**src/rtl/jtvigil_snd_pkg.sv**
```systemverilog
// Shared definitions for the Vigilante sound subsystem: PCM fetch states,
// sound port offsets and the DAC bias.
package jtvigil_snd_pkg;

    typedef enum logic [1:0] {
        IDLE  = 2'd0,
        FETCH = 2'd1,
        VALID = 2'd2
    } pcm_st_e;

    // Sound CPU port offsets decoded upstream of the PCM unit
    localparam logic [2:0] ADDRL = 3'd0;
    localparam logic [2:0] ADDRH = 3'd1;
    localparam logic [2:0] DAC   = 3'd2;
    localparam logic [2:0] SMP   = 3'd4;

    localparam logic [7:0] DAC_BIAS = 8'h80;

endpackage

```
**src/rtl/jtvigil_pcm.sv**
```systemverilog
// PCM sample fetch unit: CPU-written sample address, one-byte prefetch buffer
// with auto-increment on read, and the DAC register driving signed audio.
module jtvigil_pcm
    import jtvigil_snd_pkg::*;
#(
    parameter int GUARD = 2,
    parameter int DACW  = 16
)(
    input  logic            clk,
    input  logic            rst_n,
    input  logic            cen,
    input  logic [7:0]      din,
    input  logic            addrl_we,
    input  logic            addrh_we,
    input  logic            smp_rd,
    input  logic            dac_we,
    output logic [7:0]      dout,
    output logic            wait_n,
    output logic [15:0]     pcm_addr,
    output logic            pcm_cs,
    input  logic [7:0]      pcm_data,
    input  logic            pcm_ok,
    output logic [DACW-1:0] snd,
    output logic            sample
);

    localparam int GW = (GUARD < 1) ? 1 : $clog2(GUARD + 1);

    pcm_st_e          st_q, st_d;
    logic [15:0]      addr_q, addr_d;
    logic [GW-1:0]    guard_q, guard_d;
    logic [7:0]       buf_q, buf_d;
    logic [7:0]       dout_q, dout_d;
    logic             pend_q, pend_d;
    logic [DACW-1:0]  snd_q, snd_d;
    logic             sample_q, sample_d;

    logic addr_wr, rd, rd_miss;

    assign addr_wr = cen & (addrl_we | addrh_we);
    assign rd      = cen & smp_rd;
    // A read that cannot be served from the buffer this cycle stalls the CPU
    assign rd_miss = rd & ((st_q != VALID) | addr_wr);

    always_ff @(posedge clk or negedge rst_n) begin
        if (!rst_n) begin
            st_q     <= IDLE;
            addr_q   <= '0;
            guard_q  <= '0;
            buf_q    <= '0;
            dout_q   <= '0;
            pend_q   <= 1'b0;
            snd_q    <= '0;
            sample_q <= 1'b0;
        end else begin
            st_q     <= st_d;
            addr_q   <= addr_d;
            guard_q  <= guard_d;
            buf_q    <= buf_d;
            dout_q   <= dout_d;
            pend_q   <= pend_d;
            snd_q    <= snd_d;
            sample_q <= sample_d;
        end
    end

    always_comb begin
        st_d    = st_q;
        addr_d  = addr_q;
        guard_d = guard_q;
        buf_d   = buf_q;
        dout_d  = dout_q;
        pend_d  = pend_q;
        if (addr_wr) begin
            // Restarting the guard discards any ok still pending for the old address
            if (addrl_we) addr_d[7:0]  = din;
            if (addrh_we) addr_d[15:8] = din;
            st_d    = FETCH;
            guard_d = GW'(GUARD);
            if (rd) pend_d = 1'b1;
        end else begin
            case (st_q)
                IDLE: begin
                    if (rd) begin
                        pend_d  = 1'b1;
                        st_d    = FETCH;
                        guard_d = GW'(GUARD);
                    end
                end
                FETCH: begin
                    if (rd) pend_d = 1'b1;
                    if (guard_q != '0) begin
                        guard_d = guard_q - GW'(1);
                    end else if (pcm_ok) begin
                        buf_d = pcm_data;
                        if (pend_q || rd) begin
                            // Waiting read: hand the byte over and refetch at once
                            dout_d  = pcm_data;
                            pend_d  = 1'b0;
                            addr_d  = addr_q + 16'd1;
                            guard_d = GW'(GUARD);
                        end else begin
                            st_d = VALID;
                        end
                    end
                end
                VALID: begin
                    if (rd) begin
                        dout_d  = buf_q;
                        addr_d  = addr_q + 16'd1;
                        st_d    = FETCH;
                        guard_d = GW'(GUARD);
                    end
                end
                default: st_d = IDLE;
            endcase
        end
    end

    always_comb begin
        snd_d    = snd_q;
        sample_d = 1'b0;
        if (cen && dac_we) begin
            snd_d    = {din ^ DAC_BIAS, {(DACW-8){1'b0}}};
            sample_d = 1'b1;
        end
    end

    assign pcm_addr = addr_q;
    assign pcm_cs   = (st_q == FETCH);
    assign dout     = dout_q;
    assign wait_n   = ~(pend_q | rd_miss);
    assign snd      = snd_q;
    assign sample   = sample_q;

endmodule

```
**config.mk**
```make
export PLATFORM = sky130hd
export DESIGN_NAME = jtvigil_pcm
export DESIGN_NICKNAME = d
export VERILOG_FILES = /design/src/rtl/jtvigil_snd_pkg.sv /design/src/rtl/jtvigil_pcm.sv
export SDC_FILE = /design/constraint.sdc
export NUM_CORES = 1
export LEC_CHECK = 0
export ABC_CLOCK_PERIOD_IN_PS = 3580
export CAP_MARGIN = 20
export CORE_MARGIN = 2
export CORE_UTILIZATION = 52
export CTS_BUF_LIST = sky130_fd_sc_hd__clkbuf_16
export CTS_CLUSTER_SIZE = 12
export DETAILED_ROUTE_END_ITERATION = 10
export PLACE_DENSITY_LB_ADDON = 0.2
export SLEW_MARGIN = 5
export SYNTH_ARGS = -nofsm -noshare
export SYNTH_HDL_FRONTEND = slang
export SYNTH_SLANG_ARGS = --single-unit
```
**constraint.sdc**
```tcl
create_clock -name clk -period 3.58 [get_ports clk]
set_clock_uncertainty 0.1 [all_clocks]
set_input_delay 0.358 -clock clk [delete_from_list [all_inputs] [get_ports clk]]
set_output_delay 0.358 -clock clk [all_outputs]
set_load 0.005 [all_outputs]
```
==> reports/summary.txt, run 1 <==
#FFs+latches synth - 46
Antenna Nets Post-Route - 0
reg2reg end - pcm_addr[4]$_DFFE_PN0P_
worst r2r path cells - 7
final setup TNS - 0 ps
Die Ht - 73.4 um
synthesized cell area - 2500 sq um
GPL Wtd Cong - 0.929
H-tree lvl count - 2
DR WL/cell - 15.9 um
commonest non-fill, non-tap cell in the layout - clkdlybuf4s50_1
outcome - finished, final reports clean
Arr. time, crit path - 2320 ps
fraction of registers with async set/reset - 100%
# rows - 25
CP Capture Type - output port
final hold violations - 0
full die area - 5390 sq um
Setup CP Type - reg2out
Vias - 2179
Die W - 73.4 um
setup slack, reg-to-reg - 850 ps
maximum clock rate - 359 MHz
DR vias/cell - 5.89
Max-slew headroom - 31.5%
crit path time final - 2780 ps
max-cap violations - 0
GRT Total Usage - 22.9%
antenna violations before repair - 0
first-pass GRT wire length - 9.56 mm
Clock Latency Late Sink - 290 ps
Yosys Warn Count - 0
Core Util, Final - 69.2%
initial detailed-routing violation count - 142
Yosys cell types - 46
Peak supply drop - 0.419 mV
GRT overflow - 0
Num CTS Buffers - 5
Top FF cell, synth - dfrtp_1
Pre-Repair DR Iteration Count - 4
Avg Inst Size Synth - 9.67 sq um
clk slew on worst S/H paths - 60 ps
Mapped Cells - 259
Post-route DRC - 0
Sink Count - 46
FF-to-FF Start - st_q[0]$_DFFE_PN0P_
Final Max Tran Viols - 0
Req. time, crit path - 3120 ps
largest net degree at the start of global routing - 47
Crit Path Max Fanout - 15
Hold Path Class - in2async
Starting Density - 53.4%
critical path launch point type - register
most frequent cells in the layout - clkdlybuf4s50_1, dfrtp_1, nand2_1, o21ai_0, a21oi_1
vias in the first global route - 2057
IO buf count - 58
actual slew at the worst max-slew pin - 1020 ps
pwr dens - 719 nW/um^2
core area - 4690 sq um
register area share after synthesis - 46.0%
CTS tree - done
clock root cell - clkbuf_16
Boundary Pins - 67
n_diodes - 0
final WL - 5.88 mm
maximum buffer depth of the clock tree - 2
Filler cells - 375
Final #Nets - 347
RSZ-0062 raised after global routing - false
Area Overhead vs Synth - 29.6%
number of synthesized flops with an enable pin - 0
fin crit share - 77.7%
Seq. cell area - 1150 sq um
Setup-failing EPs final - 0
layout cell share with drive strength beyond 1 - 10.4%
post-DP HPWL - 4.10 mm
P_leak - 1.38 nW
area of the multi-input gates - 1230 sq um
[Yosys cell counts, types with 4 or more instances]
master / instances / area [sq um]
buf_4: 9 / 67.6
buf_2: 6 / 30.0
a21o_1: 4 / 30.0
ha_1: 8 / 100
nand3_1: 10 / 50.1
a21oi_1: 20 / 100
nor2_1: 9 / 33.8
nor3_1: 6 / 30.0
inv_1: 9 / 33.8
dfrtp_1: 46 / 1150
nand2_1: 35 / 131
o21ai_0: 24 / 120
mux2_2: 15 / 169
mux2i_1: 8 / 80.1
[metal layers]
metal	part of all wire, %	up-vias	global-route usage (%)
li1	-	1029	-
met1	45	1055	31.9
met2	48	88	36.5
met3	5.3	7	3.57
met4	1.2	0	8.28
met5	0	-	0
[worst max-delay path, cell delays in order (launching register included)]
cell and delay, ps:
dfrtp_1 430, inv_1 120, ha_1 660, a21oi_1 150, nor2_1 150, clkdlybuf4s50_1 520
[what timing repair did]
item / CTS / global route
hold endpoints to repair: 0 / 8
gates resized for setup: 0 / 0
setup buffers: 0 / 0
hold buffers: 0 / 1
[cell families after synthesis]
kind of cell             synth area share (%)
AO/OA/AOI/OAI                            19.6
adder cells (fa/ha/maj)                  4.00
buffers and inverters                    5.84
flip-flops                               46.0
multiplexers                             9.94
other                                   0.150
AND/OR/NAND/NOR                          14.5
[worst max path at each step]
stage                                     to  slack (ps)                start  depth (start not counted)
finish                                wait_n         800  st_q[0]$_DFFE_PN0P_                          5
global route                          wait_n         650  st_q[0]$_DFFE_PN0P_                          5
CTS                                   wait_n         760  st_q[0]$_DFFE_PN0P_                          5
floorplan           pcm_addr[12]$_DFFE_PN0P_        1610  st_q[0]$_DFFE_PN0P_                          8
detailed placement       dout[3]$_DFFE_PN0P_         820                  cen                          5
global placement     pcm_addr[8]$_DFFE_PN0P_         900                  cen                          6
[registers in the layout (all words and copies together), names as in the netlist]
| name | cells |
|---|---|
| dout | 8 |
| buf_q | 8 |
| pend_q | 1 |
| snd | 8 |
| st_q | 2 |
| pcm_addr | 16 |
| sample | 1 |
| guard_q | 2 |
[through the flow]
| stage | hold WS, ps | setup slack [ps] | total power, W | cells | instance area (sq um) |
|---|---|---|---|---|---|
| 3_3_place_gp | 363 | 903 | 0.00184 | 360 | 3070 |
| 3_5_place_dp | 373 | 818 | 0.00187 | 360 | 3070 |
| 4_1_cts | 197 | 762 | 0.00233 | 368 | 3220 |
| 6_report | 361 | 798 | 0.00233 | 370 | 3250 |
| 5_1_grt | 381 | 647 | 0.00250 | 370 | 3250 |
| 2_1_floorplan | -37.6 | 1610 | 0.00141 | 266 | 2530 |
[area by class of cell]
class | count | share of cell area (%)
clock buffer | 5 | 3.86
clock inverter | 3 | 0.655
inverter | 9 | 1.04
multi-input combinational | 192 | 38.0
sequential | 46 | 35.5
tap | 54 | 2.08
timing repair buffer | 61 | 18.9
[where the power goes]
part / total (W) / leakage (nW) / switching, W / internal, W
clock network: 0.000454 / 0.0698 / 0.000196 / 0.000258
logic: 0.000952 / 0.764 / 0.000425 / 0.000527
registers: 0.000927 / 0.545 / 0.000197 / 0.000730
total: 0.00233 / 1.38 / 0.000818 / 0.00152
Note: power is estimated with default switching activity, not from simulation.
==> inputs of run 2 (changes only) <==
--- a/config.mk
+++ b/config.mk
@@ -5,10 +5,10 @@
 export SDC_FILE = /design/constraint.sdc
 export NUM_CORES = 1
 export LEC_CHECK = 0
-export ABC_CLOCK_PERIOD_IN_PS = 3580
+export ABC_CLOCK_PERIOD_IN_PS = 2800
 export CAP_MARGIN = 20
 export CORE_MARGIN = 2
-export CORE_UTILIZATION = 52
+export CORE_UTILIZATION = 48
 export CTS_BUF_LIST = sky130_fd_sc_hd__clkbuf_16
 export CTS_CLUSTER_SIZE = 12
 export DETAILED_ROUTE_END_ITERATION = 10
==> constraint.sdc (replaced) <==
create_clock -name clk -period 2.8 [get_ports clk]
set_clock_uncertainty 0.1 [all_clocks]
set_input_delay 0.28 -clock clk [delete_from_list [all_inputs] [get_ports clk]]
set_output_delay 0.28 -clock clk [all_outputs]
set_load 0.005 [all_outputs]
==> reports/summary.txt, run 2 (same netlist as run 1, synthesis figures left out) <==
Antenna Nets Post-Route - 0
P_leak - 1.40 nW
Setup-failing EPs final - 0
Vias - 2111
antenna violations before repair - 0
post-CTS resize count - 0
DP Area - 3110 sq um
maximum clock rate - 424 MHz
Arr. time, crit path - 1980 ps
RSZ-0062 raised after global routing - false
n_diodes - 0
layout cell share with drive strength beyond 1 - 11.0%
Die Ht - 76.2 um
Finished Cell Area - 3280 sq um
commonest non-fill, non-tap cell in the layout - clkdlybuf4s50_1
# rows - 26
Core Util, Final - 64.7%
Starting Density - 49.4%
vias in the first global route - 1924
critical path launch point type - register
Final #Nets - 350
DR vias/cell - 5.43
clock root cell - clkbuf_16
Setup Fix Bufs, Post-CTS - 0
GRT Total Usage - 20.2%
largest net degree at the start of global routing - 47
actual slew at the worst max-slew pin - 961 ps
pwr dens - 903 nW/um^2
fin crit share - 84.2%
Max-slew headroom - 35.7%
IO buf count - 58
DR WL/cell - 14.7 um
Peak supply drop - 0.518 mV
Boundary Pins - 67
Clock Latency Late Sink - 290 ps
CTS tree - done
final hold violations - 0
worst r2r path cells - 6
post-DP HPWL - 4.11 mm
GPL Wtd Cong - 0.838
final setup TNS - 0 ps
PnR Total Power - 0.00297 W
maximum buffer depth of the clock tree - 2
Area Overhead vs Synth - 31.1%
Die W - 76.2 um
GRT overflow - 0
full die area - 5810 sq um
Post-route DRC - 0
max reg flops - 16
Pre-Repair DR Iteration Count - 4
Setup CP Type - reg2out
Sink Count - 46
Final Max Tran Viols - 0
cts hold-fix bufs - 0
Hold WS - 288 ps
CP Capture Type - output port
initial detailed-routing violation count - 145
setup slack, reg-to-reg - 470 ps
Req. time, crit path - 2420 ps
Hold Path Class - in2async
core area - 5070 sq um
clk slew on worst S/H paths - 60 ps
max-cap violations - 0
crit path time final - 2360 ps
Crit Path Max Fanout - 7
H-tree lvl count - 2
first-pass GRT wire length - 9.45 mm
final WL - 5.73 mm
most frequent cells in the layout - clkdlybuf4s50_1, dfrtp_1, nand2_1, o21ai_0, a21oi_1
Num CTS Buffers - 5
outcome - finished, final reports clean
==> run 2: stage by stage <==
step	instances	setup WS (ps)
6_report	389	443
5_1_grt	389	106
4_1_cts	387	401
3_5_place_dp	379	439
3_3_place_gp	379	483
2_1_floorplan	266	830
==> run 2: area by class of cell <==
cell class	instances	area [sq um]
fillers	434	1790
clock inverters	3	17.5
multi-input cells	192	1230
repair buffers	64	636
clock buffers	5	125
inverters	9	33.8
flip-flops and latches	46	1150
well taps	70	87.6
==> run 2: final timing paths <==
kind                                           from                      end
worst min-delay path                          rst_n      dout[7]$_DFFE_PN0P_
worst max register to register  st_q[0]$_DFFE_PN0P_      dout[4]$_DFFE_PN0P_
worst min register to register  dout[1]$_DFFE_PN0P_      dout[1]$_DFFE_PN0P_
max in group asynchronous                     rst_n  pcm_addr[0]$_DFFE_PN0P_
min in group clk                dout[1]$_DFFE_PN0P_      dout[1]$_DFFE_PN0P_
worst max-delay path            st_q[0]$_DFFE_PN0P_                   wait_n
==> run 2: power by group <==
| part | switching (W) | leakage [nW] | internal (W) | total [W] |
|---|---|---|---|---|
| clock network | 0.000248 | 0.0750 | 0.000327 | 0.000576 |
| logic | 0.000535 | 0.780 | 0.000675 | 0.00121 |
| registers | 0.000246 | 0.545 | 0.000934 | 0.00118 |
| total | 0.00103 | 1.40 | 0.00194 | 0.00297 |
==> run 2: routing by layer <==
layer,up-vias,track usage [%],wire length [um]
met5,-,0,0
met4,0,6.18,46
met3,4,4.50,367
met2,76,31.0,2720
met1,1000,28.5,2590
li1,1031,-,-
==> run 2: critical path: stages, from the launching register on <==
cell and delay (ps):
dfrtp_1 410, inv_1 120, ha_1 290, buf_4 210
a21oi_1 70, nor2_1 90, clkdlybuf4s50_1 510
